`config.mk`:
```
export PLATFORM = sky130hd
export DESIGN_NAME = rs232_transmit
export DESIGN_NICKNAME = d
export VERILOG_FILES = /design/src/rtl/rs232_pkg.sv /design/src/rtl/rs232_baud_gen.sv /design/src/rtl/rs232_transmit.sv
export SDC_FILE = /design/constraint.sdc
export NUM_CORES = 1
export LEC_CHECK = 0
export CORE_ASPECT_RATIO = 1.2
export CORE_MARGIN = 1.5
export CORE_UTILIZATION = 50
export DETAILED_ROUTE_END_ITERATION = 8
export PLACE_DENSITY_LB_ADDON = 0.08
export RECOVER_POWER = 25
export SLEW_MARGIN = 25
export SYNTH_ARGS = -nofsm -noshare
export SYNTH_HDL_FRONTEND = slang
export SYNTH_SLANG_ARGS = --single-unit
export TNS_END_PERCENT = 50
```
`constraint.sdc`:
```
create_clock -name clk -period 2.3 [get_ports clk]
set_clock_uncertainty 0.1 [all_clocks]
set_input_delay 0.69 -clock clk [delete_from_list [all_inputs] [get_ports clk]]
set_output_delay 0.69 -clock clk [all_outputs]
set_load 0.03 [all_outputs]
```
`src/rtl/rs232_pkg.sv`:
```
// rs232_pkg: shared definitions for the RS-232 transmit path (and, later, the
// receive path).
//   - rs232_state_e : frame state machine encoding
//   - PAR_*         : parity mode selectors
//   - CLKS_PER_BIT_9600_100M : bit period for 9600 baud from a 100 MHz clock
//   - parity_of()   : parity bit for a byte under a given mode
package rs232_pkg;

    typedef enum logic [2:0] {
        ST_IDLE   = 3'd0,
        ST_START  = 3'd1,
        ST_DATA   = 3'd2,
        ST_PARITY = 3'd3,
        ST_STOP   = 3'd4
    } rs232_state_e;

    localparam int PAR_NONE = 0;
    localparam int PAR_EVEN = 1;
    localparam int PAR_ODD  = 2;

    localparam int CLKS_PER_BIT_9600_100M = 10416;

    // Even parity makes the total count of ones (data + parity) even.
    function automatic logic parity_of(input logic [7:0] data, input int mode);
        return (mode == PAR_ODD) ? ~(^data) : (^data);
    endfunction

endpackage

```
`src/rtl/rs232_baud_gen.sv`:
```
// rs232_baud_gen: bit-period timer shared by the RS-232 transmit and receive
// paths. A down-counter reloads to CLKS_PER_BIT-1 on restart and on reaching
// zero, so every bit period is exactly CLKS_PER_BIT cycles.
//   clk, rst_n : clock, asynchronous active-low reset
//   restart    : load the counter for a fresh bit period (first bit of a frame)
//   enable     : count while high; counter holds while low
//   bit_end    : high on the last cycle of each bit period
module rs232_baud_gen #(
    parameter int CLKS_PER_BIT = 10416
) (
    input  logic clk,
    input  logic rst_n,
    input  logic restart,
    input  logic enable,
    output logic bit_end
);

    localparam int CW = (CLKS_PER_BIT > 1) ? $clog2(CLKS_PER_BIT) : 1;
    localparam logic [CW-1:0] RELOAD = CW'(CLKS_PER_BIT - 1);

    logic [CW-1:0] count_q;
    logic [CW-1:0] count_d;

    always_comb begin
        count_d = count_q;
        if (restart) begin
            count_d = RELOAD;
        end else if (enable) begin
            // Reload on zero rather than wrapping, so no extra cycle appears.
            count_d = (count_q == '0) ? RELOAD : (count_q - CW'(1));
        end
    end

    always_ff @(posedge clk or negedge rst_n) begin
        if (!rst_n) begin
            count_q <= '0;
        end else begin
            count_q <= count_d;
        end
    end

    assign bit_end = enable & ~restart & (count_q == '0);

endmodule

```
`src/rtl/rs232_transmit.sv`:
```
// rs232_transmit: 8-bit RS-232 transmitter. Takes one byte per valid/ready
// handshake and sends start bit, 8 data bits LSB-first, optional parity and
// 1 or 2 stop bits. The line idles high.
//   clk, rst_n : clock, asynchronous active-low reset
//   tx_data    : byte to send, sampled on the accept cycle only
//   tx_valid   : tx_data is valid
//   tx_ready   : block can accept a byte (IDLE only)
//   serial_out : registered TX line
//   busy       : a frame is in progress
//   done       : one-cycle pulse on the edge the frame completes
//   state_dbg  : current FSM state, for observation
// Handshake: a byte is accepted on a rising edge where tx_valid and tx_ready
// are both high; tx_ready then stays low until the frame completes, and the
// source may change or drop tx_data/tx_valid freely while tx_ready is low.
module rs232_transmit
    import rs232_pkg::*;
#(
    parameter int CLKS_PER_BIT = 10416,
    parameter int PARITY       = 0,
    parameter int STOP_BITS    = 1
) (
    input  logic       clk,
    input  logic       rst_n,
    input  logic [7:0] tx_data,
    input  logic       tx_valid,
    output logic       tx_ready,
    output logic       serial_out,
    output logic       busy,
    output logic       done,
    output logic [2:0] state_dbg
);

    if (CLKS_PER_BIT < 2) begin : g_bad_clks_per_bit
        $error("rs232_transmit: CLKS_PER_BIT must be >= 2");
    end
    if (PARITY < 0 || PARITY > 2) begin : g_bad_parity
        $error("rs232_transmit: PARITY must be 0, 1 or 2");
    end
    if (STOP_BITS != 1 && STOP_BITS != 2) begin : g_bad_stop_bits
        $error("rs232_transmit: STOP_BITS must be 1 or 2");
    end

    localparam logic [2:0] LAST_STOP = 3'(STOP_BITS - 1);

    rs232_state_e state_q, state_d;
    logic [7:0]   data_q, data_d;
    logic [2:0]   bit_idx_q, bit_idx_d;
    logic         serial_out_q, serial_out_d;
    logic         done_q, done_d;

    logic accept;
    logic bit_end;

    assign accept = tx_valid & (state_q == ST_IDLE);

    rs232_baud_gen #(
        .CLKS_PER_BIT (CLKS_PER_BIT)
    ) u_baud_gen (
        .clk     (clk),
        .rst_n   (rst_n),
        .restart (accept),
        .enable  (state_q != ST_IDLE),
        .bit_end (bit_end)
    );

    // State register (also holds the datapath flops).
    always_ff @(posedge clk or negedge rst_n) begin
        if (!rst_n) begin
            state_q      <= ST_IDLE;
            data_q       <= '0;
            bit_idx_q    <= '0;
            serial_out_q <= 1'b1;
            done_q       <= 1'b0;
        end else begin
            state_q      <= state_d;
            data_q       <= data_d;
            bit_idx_q    <= bit_idx_d;
            serial_out_q <= serial_out_d;
            done_q       <= done_d;
        end
    end

    // Next-state logic. bit_idx counts data bits in DATA and stop bits in STOP.
    always_comb begin
        state_d   = state_q;
        data_d    = data_q;
        bit_idx_d = bit_idx_q;
        case (state_q)
            ST_IDLE: begin
                if (accept) begin
                    state_d   = ST_START;
                    data_d    = tx_data;
                    bit_idx_d = '0;
                end
            end
            ST_START: begin
                if (bit_end) begin
                    state_d   = ST_DATA;
                    bit_idx_d = '0;
                end
            end
            ST_DATA: begin
                if (bit_end) begin
                    if (bit_idx_q == 3'd7) begin
                        bit_idx_d = '0;
                        state_d   = (PARITY != PAR_NONE) ? ST_PARITY : ST_STOP;
                    end else begin
                        bit_idx_d = bit_idx_q + 3'd1;
                    end
                end
            end
            ST_PARITY: begin
                if (bit_end) begin
                    state_d   = ST_STOP;
                    bit_idx_d = '0;
                end
            end
            ST_STOP: begin
                if (bit_end) begin
                    if (bit_idx_q == LAST_STOP) begin
                        state_d   = ST_IDLE;
                        bit_idx_d = '0;
                    end else begin
                        bit_idx_d = bit_idx_q + 3'd1;
                    end
                end
            end
            default: begin
                state_d   = ST_IDLE;
                bit_idx_d = '0;
            end
        endcase
    end

    // Output logic. The line value is decoded from the next state so that
    // serial_out is registered yet changes on the same edge as the state.
    always_comb begin
        serial_out_d = 1'b1;
        case (state_d)
            ST_START:  serial_out_d = 1'b0;
            ST_DATA:   serial_out_d = data_d[bit_idx_d];
            ST_PARITY: serial_out_d = parity_of(data_q, PARITY);
            default:   serial_out_d = 1'b1;
        endcase
        done_d = (state_q == ST_STOP) && (state_d == ST_IDLE);
    end

    assign tx_ready   = (state_q == ST_IDLE);
    assign busy       = (state_q != ST_IDLE);
    assign serial_out = serial_out_q;
    assign done       = done_q;
    assign state_dbg  = state_q;

endmodule
```
# Word-level counts from Yosys, hierarchy flattened
# Index checks and enable logic that the tools add are counted.
# word_totals
word_cells,53
input_bits,11
out_inout_bits,7
register_bits,30
# op_classes
mux,23
n_lt_le_gt_ge,1
eq_ne,8
n_reduce_logical,9
n_addsub,2
n_bitwise,4
# ops
op,count
$mux W14,3
$mux W3,13
$mux W8,2
$pmux W3 S5,1
$logic_not A14 Y1,1
$sub A14 B1 Y14 const B,1
$eq A3 B2 Y1 const B,4
$pmux W3 S4,1
$logic_not A3 Y1,3
$reduce_xor A8 Y1,1
$eq A3 B1 Y1 const B,2
$eq A3 B3 Y1 const B,2
$lt A3 B4 Y1 const B,1
$add A3 B1 Y3 const B,1
$and A1 B1 Y1,3
$bmux W1 S3,1
$pmux W1 S3,1
$reduce_bool A3 Y1,1
$reduce_bool A2 Y1,1
$reduce_or A2 Y1,1
$logic_and A1 B1 Y1,1
$mux W1,1
$not A1 Y1,1

# Longest topological paths before layout
# logic_depth
word_depth,10
depth_mapped,10
depth_no_buf,9

# Cells and area by module
# From an unflattened synthesis, not the netlist that was laid out.
# hier_totals
cells_unflattened,191
area_unflattened_um2,1839.3
# modules_own_cells
mod,area_per_inst_um2,n_inst,cells_each,seq_area_each_um2
rs232_transmit,1021.0,1,100,401.6
rs232_baud_gen,818.3,1,91,350.3

# Least setup slack after synthesis
# Ideal clock, no wire load.
# synth_timing
path_type,register to register
start,"reg state_q[2], in the netlist state_dbg[2]"
end,"reg serial_out_q, in the netlist serial_out"
t_arrival_ns,2.756
setup_ns,0.082
path_buffers,1
required_time_ns,2.118
setup_slack_ns,-0.638
synth_period_minus_slack_ns,2.938
path_stages_with_launch,10
cell_sequence,dfrtp_1 -> buf_2 -> nor3_2 -> inv_2 -> nor2_4 -> a2bb2oi_4 -> and3_1 -> a211o_2 -> a22o_1 -> a211o_1
# synth_via
elab_chain_len,10
elab_cells_between_ends,32
classes_between,eq/ne: 7; mux: 18; bitwise: 4; reduce/logical: 3
# synth_rtl
item,line_no,source
start: declaration,rs232_transmit.sv:45,"rs232_state_e state_q, state_d;"
start signal: assignment,rs232_transmit.sv:75,state_q <= state_d;
$logic_not A3 Y1 (*),n/a,
net tx_ready,rs232_transmit.sv:26,"output logic tx_ready,"
$and A1 B1 Y1,rs232_transmit.sv:54,assign accept = tx_valid & (state_q == ST_IDLE);
$not A1 Y1,rs232_baud_gen.sv:42,assign bit_end = enable & ~restart & (count_q == '0);
$and A1 B1 Y1 (2 in series),rs232_baud_gen.sv:42,
"$mux W3, on equally long branches",n/a,
$pmux W3 S4,rs232_transmit.sv:88,case (state_q)
$bmux W1 S3,rs232_transmit.sv:141,ST_DATA: serial_out_d = data_d[bit_idx_d];
$mux W1 (implied by the code),rs232_transmit.sv:141,
$pmux W1 S3 (*),rs232_transmit.sv:139,case (state_d)
net serial_out_d,rs232_transmit.sv:48,"logic serial_out_q, serial_out_d;"
end signal: assignment,rs232_transmit.sv:78,serial_out_q <= serial_out_d;
end: declaration,rs232_transmit.sv:48,
# The timed path passes the listed nets; every way through them passes the cells marked *. The select of a mux whose other input is x is not followed.
# A chain may end at the register's enable or synchronous reset.

# Worst setup path in the final report
# layout_timing
start,reg u_baud_gen.count_q[1]
end,"reg serial_out_q, in the netlist serial_out"
# layout_via
elab_chain_len,7
elab_cells_between_ends,17
classes_between,eq/ne: 3; mux: 12; bitwise: 1; reduce/logical: 1
# layout_rtl
item,line_no,source
start: declaration,rs232_baud_gen.sv:21,logic [CW-1:0] count_q;
start signal: assignment,rs232_baud_gen.sv:38,count_q <= count_d;
$logic_not A14 Y1 (*),rs232_baud_gen.sv:42,
$and A1 B1 Y1 (*),rs232_baud_gen.sv:42,
"$mux W3, on equally long branches",n/a,
$pmux W3 S4 (*),rs232_transmit.sv:88,
net bit_idx_d[1],rs232_transmit.sv:47,"logic [2:0] bit_idx_q, bit_idx_d;"
$bmux W1 S3 (*),rs232_transmit.sv:141,
$mux W1 (implied by the code) (*),rs232_transmit.sv:141,
$pmux W1 S3 (*),rs232_transmit.sv:139,
net serial_out_d,rs232_transmit.sv:48,
# Marked as above.

==> impl_metrics.csv <==
group,metric,value,unit
synthesis,synth_simple_gate_area_share,0.273,
routing,drt_iter0_drc,114,
floorplanning,die_w,58.4,um
synthesis,syn-cell-area,0.00184,mm^2
critical_path,cp-start-kind,"flip-flop",
timing,fin_crit_sh,1.05,
power,peakVddDrop,565,uV
synthesis,avgSynthCellArea,9.04,um^2
clock_tree,htreeDepth,2,
timing,final-setup-viol-count,1,
placement,gp_congestion,0.880,
synthesis,synth_edf_count,0,
synthesis,yosysWarnings,0,
timing,whs,434,ps
clock_tree,cts_tree,"yes",
routing,via_count,1750,
cells_and_area,nets,280,
clock_tree,hold_buffers,0,
power,p_leak,1.21,nW
synthesis,synth.largest_area_cell,"dfrtp_1",
routing,first_pass_iters,4,
floorplanning,die_y,69.5,um
synthesis,yosysMostFrequentCell,"nand2_1",
synthesis,yosys.area.top_type_share,0.393,
synthesis,synth_adder_area_share,0.0339,
routing,via_per_inst,5.76,
floorplanning,coreArea,0.00357,mm^2
worst_hold_path,min_path_type,"reg2reg",
synthesis,yosysSeqAreaShare,0.408,
critical_path,path_max_fanout,6,
outcome,violations,"negative setup slack",
floorplanning,row_count,24,
global_route,grt_pass1_wl,8380,um
routing,routed_wl,4890,um
clock_tree,cts_sinks,30,
synthesis,synthMuxAreaShare,0.0271,
clock_tree,worst_skew_pair.late_latency,290,ps
cells_and_area,multi_input_area,0.00112,mm^2
timing,timing.final.crit_period,2420,ps
placement,postPlaceCellArea,0.00234,mm^2
cells_and_area,fin_area,0.00259,mm^2
timing,slew_headroom,0.491,
critical_path,cp-end-kind,"flip-flop",
clock_tree,cts_buffer_depth,2,
timing,slew_viol_final,0,
synthesis,synth-seq-cells,30,
cells_and_area,area_delta_synth_final,40.3,%
clock_tree,cts_buffers,5,
synthesis,yosys-top-cells-area,"dfrtp_1, nand2_1, nor2_1, a21oi_1, xnor2_1",
routing,wl_per_cell,16.1,um
global_route,track_usage,0.267,
job,cap_violations,0,
routing,drc,0,
global_route,antenna_found_initial,0,
floorplanning,die_area,0.00406,mm^2
clock_tree,path_clk_slew,70,ps
placement,io_buffers,17,
synthesis,yosys_most_used_dff,"dfrtp_1",
timing,worst_slack,-124,ps
cells_and_area,diodes,0,
critical_path,cp.arrival,2540,ps
synthesis,async_flop_share,1.00,
clock_tree,cts_root_buf,"clkbuf_8",
synthesis,synth_top_cells_by_count,"nand2_1, dfrtp_1, nor2_1, a21oi_1",
cells_and_area,n_fill_cell,296,
placement,place_hpwl,3600,um
cells_and_area,regArea,754,um^2
floorplanning,initial_core_util,0.516,
global_route,grt_max_degree,31,
floorplanning,pin_count,18,
timing,fmax,413,MHz
synthesis,yosys.area_share.xor_xnor,0.0427,
synthesis,synth_top_family_by_area,"simple AND/OR/NAND/NOR gates",
timing,hold_viol,0,
power,power_density,824,mW/mm^2
timing,worst_pin_slew,763,ps
cells_and_area,layout-drive-gt1-share,0.313,
critical_path,cp.required,2420,ps
global_route,grt_pass1_vias,1809,
synthesis,syn_inst,204,
synthesis,synth_compound_area_frac,0.182,
routing,postRouteAntennaNets,0,
synthesis,yosysUniqueCellTypes,51,
global_route,grt_overflow,0,
outcome,status,"finished, violations left",
critical_path,worstSetupPathType,"reg2reg",
timing,rsz0062_at_grt,"yes",
synthesis,syn_nets,220,
-- power by group --
group | total, mW | internal [mW] | leakage (nW) | switching [mW]
Combinational | 0.728 | 0.367 | 0.773 | 0.360
Sequential | 0.738 | 0.640 | 0.361 | 0.0982
Clock | 0.667 | 0.462 | 0.0714 | 0.205
-- what timing repair did --
action                     in CTS  in global routing
resized for setup               6                 20
gates cloned                    0                  0
buffers inserted                1                  3
pin swaps                       3                 10
setup endpoints to repair       3                  4
-- sequential cells by signal, indices dropped and copies added (netlist names) --
| signal | count |
|---|---|
| u_baud_gen.count_q | 14 |
| data_q | 8 |
| bit_idx_q | 3 |
| state_dbg | 3 |
| done | 1 |
| serial_out | 1 |
-- area by class of cell --
cell class | instances | share of cell area
timing repair buffer | 58 | 0.188
clock buffer | 6 | 0.0319
tap | 39 | 0.0189
clock inverter | 2 | 0.0232
inverter | 9 | 0.0140
multi-input combinational | 160 | 0.433
sequential | 30 | 0.292
-- kinds of logic after synthesis --
| group | after synthesis |
|---|---|
| flip-flops | 30 |
| multiplexers | 4 |
| buffers and inverters | 14 |
| XOR/XNOR | 9 |
| adder cells (fa/ha/maj) | 5 |
| AO/OA/AOI/OAI | 47 |
| AND/OR/NAND/NOR | 95 |
-- worst max-delay path, stage by stage, from the launching register on --
cell and delay [ps]:
dfrtp_1 390, inv_2 80, ha_4 130, nor3b_4 250, and4b_4 350, a2bb2oi_4 200, nand2_4 90, a211o_2 340
a22o_1 180, a211o_1 250
-- layer usage --
layer | GRT usage | up-vias | share of wire
li1 | - | 847 | -
met1 | 0.314 | 862 | 0.40
met2 | 0.472 | 35 | 0.56
met3 | 0.0560 | 6 | 0.028
met4 | 0.0827 | 0 | 0.012
met5 | 0 | - | 0
-- cells in the final DEF (no fill, tap or decap), types with 2 or more instances in the layout --
master / count
a21oi_1: 16
nor2_1: 23
xnor2_1: 8
a22o_1: 2
nand3_1: 5
nand2b_1: 2
buf_6: 3
o21ai_0: 4
dfrtp_1: 27
or3_1: 3
a211o_2: 2
a31oi_1: 5
clkbuf_8: 6
nand2_1: 32
dfrtp_2: 2
inv_2: 3
a211o_1: 2
inv_1: 5
nand4b_1: 2
nor3_2: 4
bufinv_16: 2
a22oi_1: 2
clkdlybuf4s50_1: 12
nor2b_1: 4
buf_4: 38
ha_1: 4
o21ai_1: 2
nor3_1: 4
a31oi_2: 2
and3_1: 3
o31ai_1: 2
or3_4: 2
-- path summary, 6_finish.rpt --
kind | from | endpoint | slack (ps) | cells after the start
worst min register to register | data_q[5]$_DFF_PN0_ | data_q[5]$_DFF_PN0_ | 430 | 2
worst min-delay path | data_q[5]$_DFF_PN0_ | data_q[5]$_DFF_PN0_ | 430 | 2
worst max-delay path | u_baud_gen.count_q[1]$_DFFE_PN0P_ | serial_out$_DFF_PN1_ | -120 | 9
worst max register to register | u_baud_gen.count_q[1]$_DFFE_PN0P_ | serial_out$_DFF_PN1_ | -120 | 9
max in group asynchronous | rst_n | state_dbg[2]$_DFF_PN0_ | 660 | 2
min in group asynchronous | rst_n | u_baud_gen.count_q[0]$_DFFE_PN0P_ | 900 | 2
-- metrics by stage --
stage / total power [mW] / util / instances / worst slack, ps / TNS [ps]
after floorplan: 1.14 / - / 204 / -288 / -288
final: 2.13 / 0.724 / 304 / -124 / -124
after global placement: 1.39 / 0.654 / 294 / -245 / -545
after global routing: 2.25 / 0.724 / 304 / -230 / -268
after CTS: 2.12 / 0.698 / 303 / -168 / -176
after detailed placement: 1.43 / 0.654 / 294 / -295 / -652
Power figures use the tool's default switching activity.
